<file path="src/rtl/gpio_pin_ctrl.sv">
// GPIO pad controller: registered pad drive, input synchronize/debounce, sticky edge flags, level irq.
// Optional GPIO_OPEN_DRAIN_EN adds od_mode: selected pins only pull low and always read back the debounced level.
module gpio_pin_ctrl #(
  parameter int unsigned WIDTH           = 32,
  parameter int unsigned SYNC_STAGES     = 2,
  parameter int unsigned DEBOUNCE_CYCLES = 4
) (
  input  logic             clk,
  input  logic             nrst,
`ifdef GPIO_OPEN_DRAIN_EN
  input  logic [WIDTH-1:0] od_mode,
`endif
  input  logic [WIDTH-1:0] io_out,
  input  logic [WIDTH-1:0] io_enable,
  output logic [WIDTH-1:0] io_in,
  input  logic [WIDTH-1:0] pad_in,
  output logic [WIDTH-1:0] pad_out,
  output logic [WIDTH-1:0] pad_oe,
  input  logic [WIDTH-1:0] irq_mask,
  input  logic [WIDTH-1:0] irq_clear,
  output logic [WIDTH-1:0] rise_flag,
  output logic [WIDTH-1:0] fall_flag,
  output logic             irq
);

  localparam int unsigned      CNT_W    = $clog2(DEBOUNCE_CYCLES + 1);
  localparam logic [CNT_W-1:0] CNT_LAST = CNT_W'(DEBOUNCE_CYCLES - 1);

  logic [WIDTH-1:0] od;
  logic [WIDTH-1:0] sync_q [SYNC_STAGES];
  logic [WIDTH-1:0] sync;
  logic [WIDTH-1:0] stb_q;
  logic [WIDTH-1:0] stb_d;
  logic [WIDTH-1:0] rise_set;
  logic [WIDTH-1:0] fall_set;
  logic [CNT_W-1:0] cnt_q [WIDTH];
  logic [CNT_W-1:0] cnt_d [WIDTH];

`ifdef GPIO_OPEN_DRAIN_EN
  assign od = od_mode;
`else
  assign od = '0;
`endif

  // Pad drive: open-drain pins never drive high, they release instead.
  always_ff @(posedge clk or negedge nrst) begin
    if (!nrst) begin
      pad_out <= '0;
      pad_oe  <= '0;
    end else begin
      pad_out <= io_out & ~od;
      pad_oe  <= io_enable & ~(od & io_out);
    end
  end

  // Multi-flop synchronizer on the raw pad inputs.
  always_ff @(posedge clk or negedge nrst) begin
    if (!nrst) begin
      for (int unsigned s = 0; s < SYNC_STAGES; s++) sync_q[s] <= '0;
    end else begin
      sync_q[0] <= pad_in;
      for (int unsigned s = 1; s < SYNC_STAGES; s++) sync_q[s] <= sync_q[s-1];
    end
  end

  assign sync = sync_q[SYNC_STAGES-1];

  // Debounce: accept a new level after DEBOUNCE_CYCLES consecutive differing samples.
  always_comb begin
    stb_d = stb_q;
    for (int unsigned i = 0; i < WIDTH; i++) begin
      cnt_d[i] = cnt_q[i];
      if (sync[i] == stb_q[i]) begin
        cnt_d[i] = '0;
      end else if (cnt_q[i] == CNT_LAST) begin
        stb_d[i] = sync[i];
        cnt_d[i] = '0;
      end else begin
        cnt_d[i] = cnt_q[i] + CNT_W'(1);
      end
    end
  end

  always_ff @(posedge clk or negedge nrst) begin
    if (!nrst) begin
      stb_q <= '0;
      for (int unsigned i = 0; i < WIDTH; i++) cnt_q[i] <= '0;
    end else begin
      stb_q <= stb_d;
      for (int unsigned i = 0; i < WIDTH; i++) cnt_q[i] <= cnt_d[i];
    end
  end

  assign rise_set = stb_d & ~stb_q;
  assign fall_set = ~stb_d & stb_q;

  // Sticky edge flags; a new edge outranks a same-cycle clear.
  always_ff @(posedge clk or negedge nrst) begin
    if (!nrst) begin
      rise_flag <= '0;
      fall_flag <= '0;
    end else begin
      rise_flag <= (rise_flag & ~irq_clear) | rise_set;
      fall_flag <= (fall_flag & ~irq_clear) | fall_set;
    end
  end

  // Driven push-pull pins read back their own output; everything else reads the debounced level.
  assign io_in = (pad_oe & ~od & pad_out) | (~(pad_oe & ~od) & stb_q);
  assign irq   = |((rise_flag | fall_flag) & irq_mask);

endmodule

</file>
<file path="config.mk">
export PLATFORM = sky130hd
export DESIGN_NAME = gpio_pin_ctrl
export DESIGN_NICKNAME = d
export VERILOG_FILES = /design/src/rtl/gpio_pin_ctrl.sv
export SDC_FILE = /design/constraint.sdc
export NUM_CORES = 1
export LEC_CHECK = 0
export CORE_MARGIN = 3
export CORE_UTILIZATION = 52
export DETAILED_ROUTE_END_ITERATION = 16
export PLACE_DENSITY = 0.92
export SLEW_MARGIN = 10
export SYNTH_ARGS = -nofsm -noshare
export SYNTH_HDL_FRONTEND = slang
export SYNTH_SLANG_ARGS = --single-unit
</file>
<file path="constraint.sdc">
create_clock -name clk -period 2.52 [get_ports clk]
set_input_delay 0.504 -clock clk [delete_from_list [all_inputs] [get_ports clk]]
set_output_delay 0.504 -clock clk [all_outputs]
set_load 0.05 [all_outputs]
</file>
; ---- Word-level counts from Yosys, hierarchy flattened
; Cells that the tools add are included.
; W data, S select, Z words.
[classes]
add_sub_neg = 32
n_eq_ne = 64
n_reduce_logical = 1
shift = 0
mul = 0
muxes = 128
div = 0
n_lt_le_gt_ge = 0
bitwise = 15
[op_table]
columns = cell, n
row1 = $and A32 B32 Y32, 7
row2 = $mux W3, 64
row3 = $not A32 Y32, 4
row4 = $or A32 B32 Y32, 4
row5 = $add A3 B1 Y3 const B, 32
row6 = $eq A3 B2 Y1 const B, 32
row7 = $mux W1, 64
row8 = $eq A1 B1 Y1, 32
row9 = $reduce_or A32 Y1, 1
[word_totals]
output_inout_bits = 161
elab_cells = 279
rom_bits = 0
mem_bits_rw = 0
latchBits = 0
memories = 0
reg_bits = 320

; ---- Depth between registers and ports, before layout
; Gate-level depths: netlist of the first run.
[logic_depth]
ltp_word = 6
depth_mapped = 4
mapped_depth_nobuf = 4

; ---- Least setup slack after synthesis of the first run
; OpenSTA, ideal clock, no wires.
[synth_timing]
path_type = register -> output
startpoint = reg pad_oe[31]
endpoint = out io_in[31]
arrival_time_ns = 1.730
required_ns = 2.016
path_slack_ns = 0.286
path_stages_with_launch = 2
path_buffers = 0
path_cell_list = dfrtp_1 -> o21ai_0
[synth_between]
elab_chain_cells = 3
word_cells_on_any_way = 4
classes_between = bitwise (4)
[synth_lines]
columns = element, line
row1 = "start, declared", 18  ; output logic [WIDTH-1:0] pad_oe,
row2 = "start signal, assigned", 52  ; pad_oe <= io_enable & ~(od & io_out);
row3 = $not A32 Y32, 109  ; assign io_in = (pad_oe & ~od & pad_out) | (~(pad_oe & ~od) & stb_q);
row4 = $and A32 B32 Y32, 109
row5 = $or A32 B32 Y32 (*), 109
row6 = "end, declared", 15  ; output logic [WIDTH-1:0] io_in,
; Mark *: on every way between the ends. The rest lies on a longest branch, timed or not.

; ---- Worst setup path after layout of the first run
[layout_timing]
startpoint = reg fall_flag[3]
endpoint = out irq
[layout_between]
elab_chain_cells = 3
[layout_lines]
columns = element, line
row1 = "start, declared", 22  ; output logic [WIDTH-1:0] fall_flag,
row2 = "start signal, assigned", 104  ; fall_flag <= (fall_flag & ~irq_clear) | fall_set;
row3 = $or A32 B32 Y32, 110  ; assign irq = |((rise_flag | fall_flag) & irq_mask);
row4 = $and A32 B32 Y32, 110
row5 = $reduce_or A32 Y1, 110
row6 = "end, declared", 23  ; output logic irq
; Every way passes these cells.

==> results.yml, run 1 <==
cts:
  clkTransAtPathRegs_ns: 0.06
  clk_latency_ns: 0.49
  cts.sinks: 320
  clock_path_buffers: 3
  clockRootBuffer: "clkbuf_16"
  htreeDepth: 2
  cts_tree: "yes"
  cts_buffers: 34
logic_synthesis:
  ys_ff_latch: 320
  synth.avg_cell_area_um2: 13.7
  ys_warn_count: 0
  syn-num-nets: 1054
  syn-cell-area_um2: 11800
  synth_seq_area_share_pct: 67.7
  ys_types: 20
  synthesis.instances: 860
detailed_routing:
  routed_via_density: 5.20
  drcViolationCount: 0
  antenna_left: 0
  wire_per_inst_um: 18.2
  drt_wl_total_um: 27900
  drt-initial-drc-count: 278
  via_count: 7987
  first_pass_iters: 4
layout:
  final_common_cell: "dfrtp_1"
  stdcell_count: 1535
  fin_area_um2: 16700
  layout_common_cells: "dfrtp_1, clkdlybuf4s50_1, nand2b_1"
  final_net_count: 1425
  drive_gt1_share_pct: 13.9
  fin_util_pct: 75.7
  syn2layout_area_growth_pct: 41.5
placement:
  placed_cells: 1473
  place.gp.congestion: 0.830
  placed_cell_area_um2: 15500
  hpwl_um: 20100
  port_buffers: 322
critical_path:
  cp_top_family: "simple AND/OR/NAND/NOR gates"
  path_cells: "o21ai_0 > nand4_1 > nor4_2 > buf_4 > nand2_1 > buf_6"
  critical_path_class: "register to output port"
  reg2reg_from: "cnt_q[72]$_DFF_PN0_"
  worst-path-max-fanout: 3
  cp.arrival_ns: 1.99
  max_stage_delay_ns: 0.41
  startpoint: "fall_flag[3]$_DFF_PN0_"
  cp.required_ns: 2.02
  cp_num_buf_inv: 2
  crit_path_end_kind: "output port"
  crit_path_start_kind: "register"
  cp_slowest_cell: "dfrtp_1"
sta:
  fin_crit_sh_pct: 98.8
  maxSlewHeadroom_pct: 59.6
  fmax_mhz: 402
  hold_viol_final: 0
  final.setup.tns_ns: 0
  slew_viol_final: 0
  finalCriticalPeriod_ns: 2.49
  rsz0062_at_grt: "true"
  fin_skew_ns: 0.00717
  worst_pin_slew_ns: 0.605
  setup_viol: 0
global_route:
  grt_overflow: 0
  grt_max_degree: 58
  grt_pass1_wl_um: 44700
  grt_pass1_vias: 8863
  track_usage_pct: 23.0
  antenna_found_initial: 1
die:
  core.rowCount: 54
  design.die.area_um2: 24600
  start_util_pct: 53.5
  die_width_um: 157
  coreArea_um2: 22100
  die_y_um: 157
  ios: 323
power_and_ir_drop:
  p_per_area_nw_per_um2: 979
  ir_drop_v: 0.000605
  leakage_nw: 7.49
job:
  max_cap_violations: 0
min_path:
  min_from: "sync_q[43]$_DFF_PN0_"
  min_path_type: "register to register"
status:
  outcome: "completed"
[report_power, final]
| part | switching [mW] | internal, mW |
|---|---|---|
| clock | 1.92 | 3.23 |
| combinational | 2.65 | 1.95 |
| sequential | 0.633 | 5.99 |
[kinds of logic after synthesis]
kind of cell             share of synthesized area [%]
AO/OA/AOI/OAI                                     4.93
XOR/XNOR                                        0.0741
adder cells (fa/ha/maj)                           3.39
buffers and inverters                             2.83
flip-flops                                        67.7
multiplexers                                      5.14
AND/OR/NAND/NOR                                   15.9
[per-layer routing]
| metal | up-vias | GRT usage (%) | part of all wire [%] |
|---|---|---|---|
| met5 | - | 0 | 0 |
| met4 | 0 | 9.46 | 4.0 |
| met3 | 81 | 6.33 | 7.5 |
| met2 | 297 | 41.1 | 52 |
| met1 | 3939 | 25.9 | 37 |
| li1 | 3670 | - | - |
[cells in the mapped netlist (all sizes together)]
library cell    n  area, µm²
dfrtp         320       8010
nand2b         94        588
inv            89        334
o22ai          62        388
mux2           54        608
nor3b          53        653
o21ai          34        178
ha             32        400
and2           31        194
nor3           31        155
nand2          27        101
nor2b          19        119
nand4           8       50.1
nor4            2       12.5
o32ai           2       17.5
and3b           1       8.76
xnor2           1       8.76
[registers in the layout, indices dropped and copies added, names as in the netlist]
register   count
cnt_q         96
fall_flag     32
pad_oe        32
pad_out       32
rise_flag     32
stb_q         32
sync          32
sync_q        32
[path summary, 6_finish.rpt]
| check | end | slack [ns] | cells past startpoint |
|---|---|---|---|
| worst max-delay path | irq | 0.03 | 6 |
| worst min-delay path | sync[11]$_DFF_PN0_ | 0.35 | 0 |
| worst max register to register | stb_q[7]$_DFF_PN0_ | 1.23 | 3 |
| worst min register to register | sync[11]$_DFF_PN0_ | 0.35 | 0 |
| max in group asynchronous | pad_out[25]$_DFF_PN0_ | 1.25 | 3 |
| min in group asynchronous | pad_out[7]$_DFF_PN0_ | 0.53 | 2 |
[cell type report]
class	instances	area, µm²
Sequential cell	320	8010
Fill cell	1308	5360
Multi-Input combinational cell	451	3490
Timing Repair Buffer	335	3360
Clock buffer	50	1020
Tap cell	280	350
Inverter	89	334
Clock inverter	9	154
Antenna cell	1	2.50
[metrics by stage]
| step | hold slack, ns | total power [mW] | worst slack (ns) |
|---|---|---|---|
| floorplan | 0.208 | 9.53 | 0.286 |
| global placement | 0.332 | 11.0 | -0.0386 |
| global route | 0.355 | 17.2 | -0.0522 |
| CTS | 0.347 | 16.6 | 0.0146 |
| finish | 0.345 | 16.4 | 0.0295 |
| detailed placement | 0.335 | 11.2 | -0.0298 |
[what timing repair did]
item | CTS | global route
hold buffers | 1 | 0
setup endpoints to repair | 3 | 1
gates resized for setup | 8 | 1
setup buffers | 0 | 1
pin swaps | 2 | 2
endpoints found under the hold margin | 43 | 0
(Power assumes the default switching activity.)
==> run 2, diff against run 1 <==
==> constraint.sdc (replaced) <==
create_clock -name clk -period 2.52 [get_ports clk]
set_input_delay 0.504 -clock clk [delete_from_list [all_inputs] [get_ports clk]]
set_output_delay 0.504 -clock clk [all_outputs]
set_load 0.01 [all_outputs]
==> run 2 against run 1 <==
Compared with the run above:
- core utilization decreased by 0.051 points
- largest power group unchanged
- maximum frequency is 2.4% higher
- clock skew rose by 0.0074 ns
- sequential share of layout area barely moved
==> results.yml, run 2 (synthesis gave the netlist of run 1 again) <==
layout:
  syn2layout_area_growth_pct: 41.4
  antennaDiodeCount: 0
  fin_util_pct: 75.7
  drive_gt1_share_pct: 14.7
  n_fill_cell: 1313
  layout_common_cells: "dfrtp_1, clkdlybuf4s50_1, nand2b_1"
  largest_register: "cnt_q"
  stdcell_count: 1544
  final_net_count: 1433
  largest_reg_flops: 96
die:
  start_util_pct: 53.5
  core.rowCount: 54
  die_y_um: 157
  die_width_um: 157
  ios: 323
  design.die.area_um2: 24600
  coreArea_um2: 22100
power_and_ir_drop:
  p_per_area_nw_per_um2: 902
  leakage_nw: 7.51
  ir_drop_v: 0.000662
placement:
  place.gp.congestion: 0.836
  placed_cells: 1476
  hpwl_um: 19900
  place_ws_ns: -0.299
  port_buffers: 322
cts:
  cts.sinks: 320
  clkTransAtPathRegs_ns: 0.06
  htreeDepth: 2
  clk_latency_ns: 0.51
  cts_tree: "yes"
  clockRootBuffer: "clkbuf_16"
  clock_path_buffers: 3
  cts_buffers: 34
detailed_routing:
  antenna_left: 0
  routed_via_density: 5.14
  wire_per_inst_um: 18.1
  drt_wl_total_um: 27900
  via_count: 7943
  first_pass_iters: 4
  drt-initial-drc-count: 352
  drcViolationCount: 0
sta:
  maxSlewHeadroom_pct: 69.1
  worst_pin_slew_ns: 0.464
  fin_skew_ns: 0.0146
  fmax_mhz: 411
  finalCriticalPeriod_ns: 2.43
  hold_viol_final: 0
  setup_viol: 0
  worst_slack_ns: 0.0867
  slew_viol_final: 0
  fin_crit_sh_pct: 96.6
critical_path:
  cp.arrival_ns: 1.93
  crit_path_start_kind: "register"
  critical_path_class: "register to output port"
  crit_path_end_kind: "output port"
  cp.required_ns: 2.02
  worst-path-max-fanout: 3
global_route:
  grt_pass1_wl_um: 44900
  grt_pass1_vias: 8824
  grt_max_degree: 90
  grt_overflow: 0
  track_usage_pct: 23.2
  antenna_found_initial: 0
min_path:
  min_path_type: "register to register"
job:
  max_cap_violations: 0
status:
  outcome: "completed"
run 2: changes by cell type in the layout (fill, tap and decap cells not counted), sizes merged:
cell	before	now
dlygate4sd2	2	0
buf	14	22
inv	90	92
clkinvlp	2	0
diode	1	0
clkinv	2	7
clkdlybuf4s50	318	320
clkbuf	50	48
bufinv	4	3
run 2: what timing repair did:
| item | 4_1_cts | 5_1_grt |
|---|---|---|
| endpoints found under the hold margin | 47 | 0 |
| pin swaps | 3 | 2 |
| gates resized for setup | 11 | 5 |
| endpoints found under the setup margin | 1 | 1 |
| hold buffers | 1 | 0 |
| buffers inserted | 6 | 0 |
run 2: through the flow:
stage / setup TNS (ns) / area [µm²] / power (mW) / hold slack (ns)
floorplan: 0 / 11800 / 8.43 / 0.208
global placement: -0.278 / 15500 / 9.93 / 0.331
detailed placement: -0.299 / 15500 / 10.2 / 0.335
CTS: 0 / 16700 / 15.2 / 0.340
global route: -0.00196 / 16700 / 15.9 / 0.351
finish: 0 / 16700 / 15.1 / 0.335
run 2: cell type report:
type | count | area [µm²] | share of cell area, %
Tap cell | 280 | 350 | 2.10
Timing Repair Buffer | 343 | 3410 | 20.4
Clock inverter | 13 | 165 | 0.988
Clock buffer | 48 | 943 | 5.64
Sequential cell | 320 | 8010 | 47.9
Inverter | 89 | 334 | 2.00
Multi-Input combinational cell | 451 | 3510 | 21.0
run 2: layer usage:
metal | part of all wire [%] | vias to the layer above | global-route usage (%)
met1 | 37 | 3939 | 26.5
met3 | 7.3 | 49 | 5.86
met4 | 2.4 | 0 | 7.63
met2 | 54 | 273 | 42.5
li1 | - | 3682 | -
met5 | 0 | - | 0
run 2: final timing paths:
kind                                        to  cells after the start  slack (ns)                     from
hold / removal              sync[22]$_DFF_PN0_                      0        0.33     sync_q[54]$_DFF_PN0_
setup reg to reg           stb_q[19]$_DFF_PN0_                      3        1.20      cnt_q[36]$_DFF_PN0_
setup / recovery                           irq                      6        0.09  fall_flag[10]$_DFF_PN0_
max in group asynchronous  cnt_q[22]$_DFF_PN0_                      3        1.14                     nrst
hold reg to reg             sync[22]$_DFF_PN0_                      0        0.33     sync_q[54]$_DFF_PN0_
min in group asynchronous   sync[14]$_DFF_PN0_                      2        0.52                     nrst
run 2: critical path, cell delays in order (launching register included):
cell	delay (ns)
dfrtp_1	0.40
o21ai_1	0.17
nand4_1	0.21
nor4_2	0.29
buf_4	0.16
nand2_1	0.04
buf_2	0.14
run 2: power by group:
group / switching, mW / total [mW] / internal (mW)
sequential: 0.634 / 6.62 / 5.99
clock: 1.97 / 4.92 / 2.95
combinational: 1.58 / 3.53 / 1.95
total: 4.19 / 15.1 / 10.9
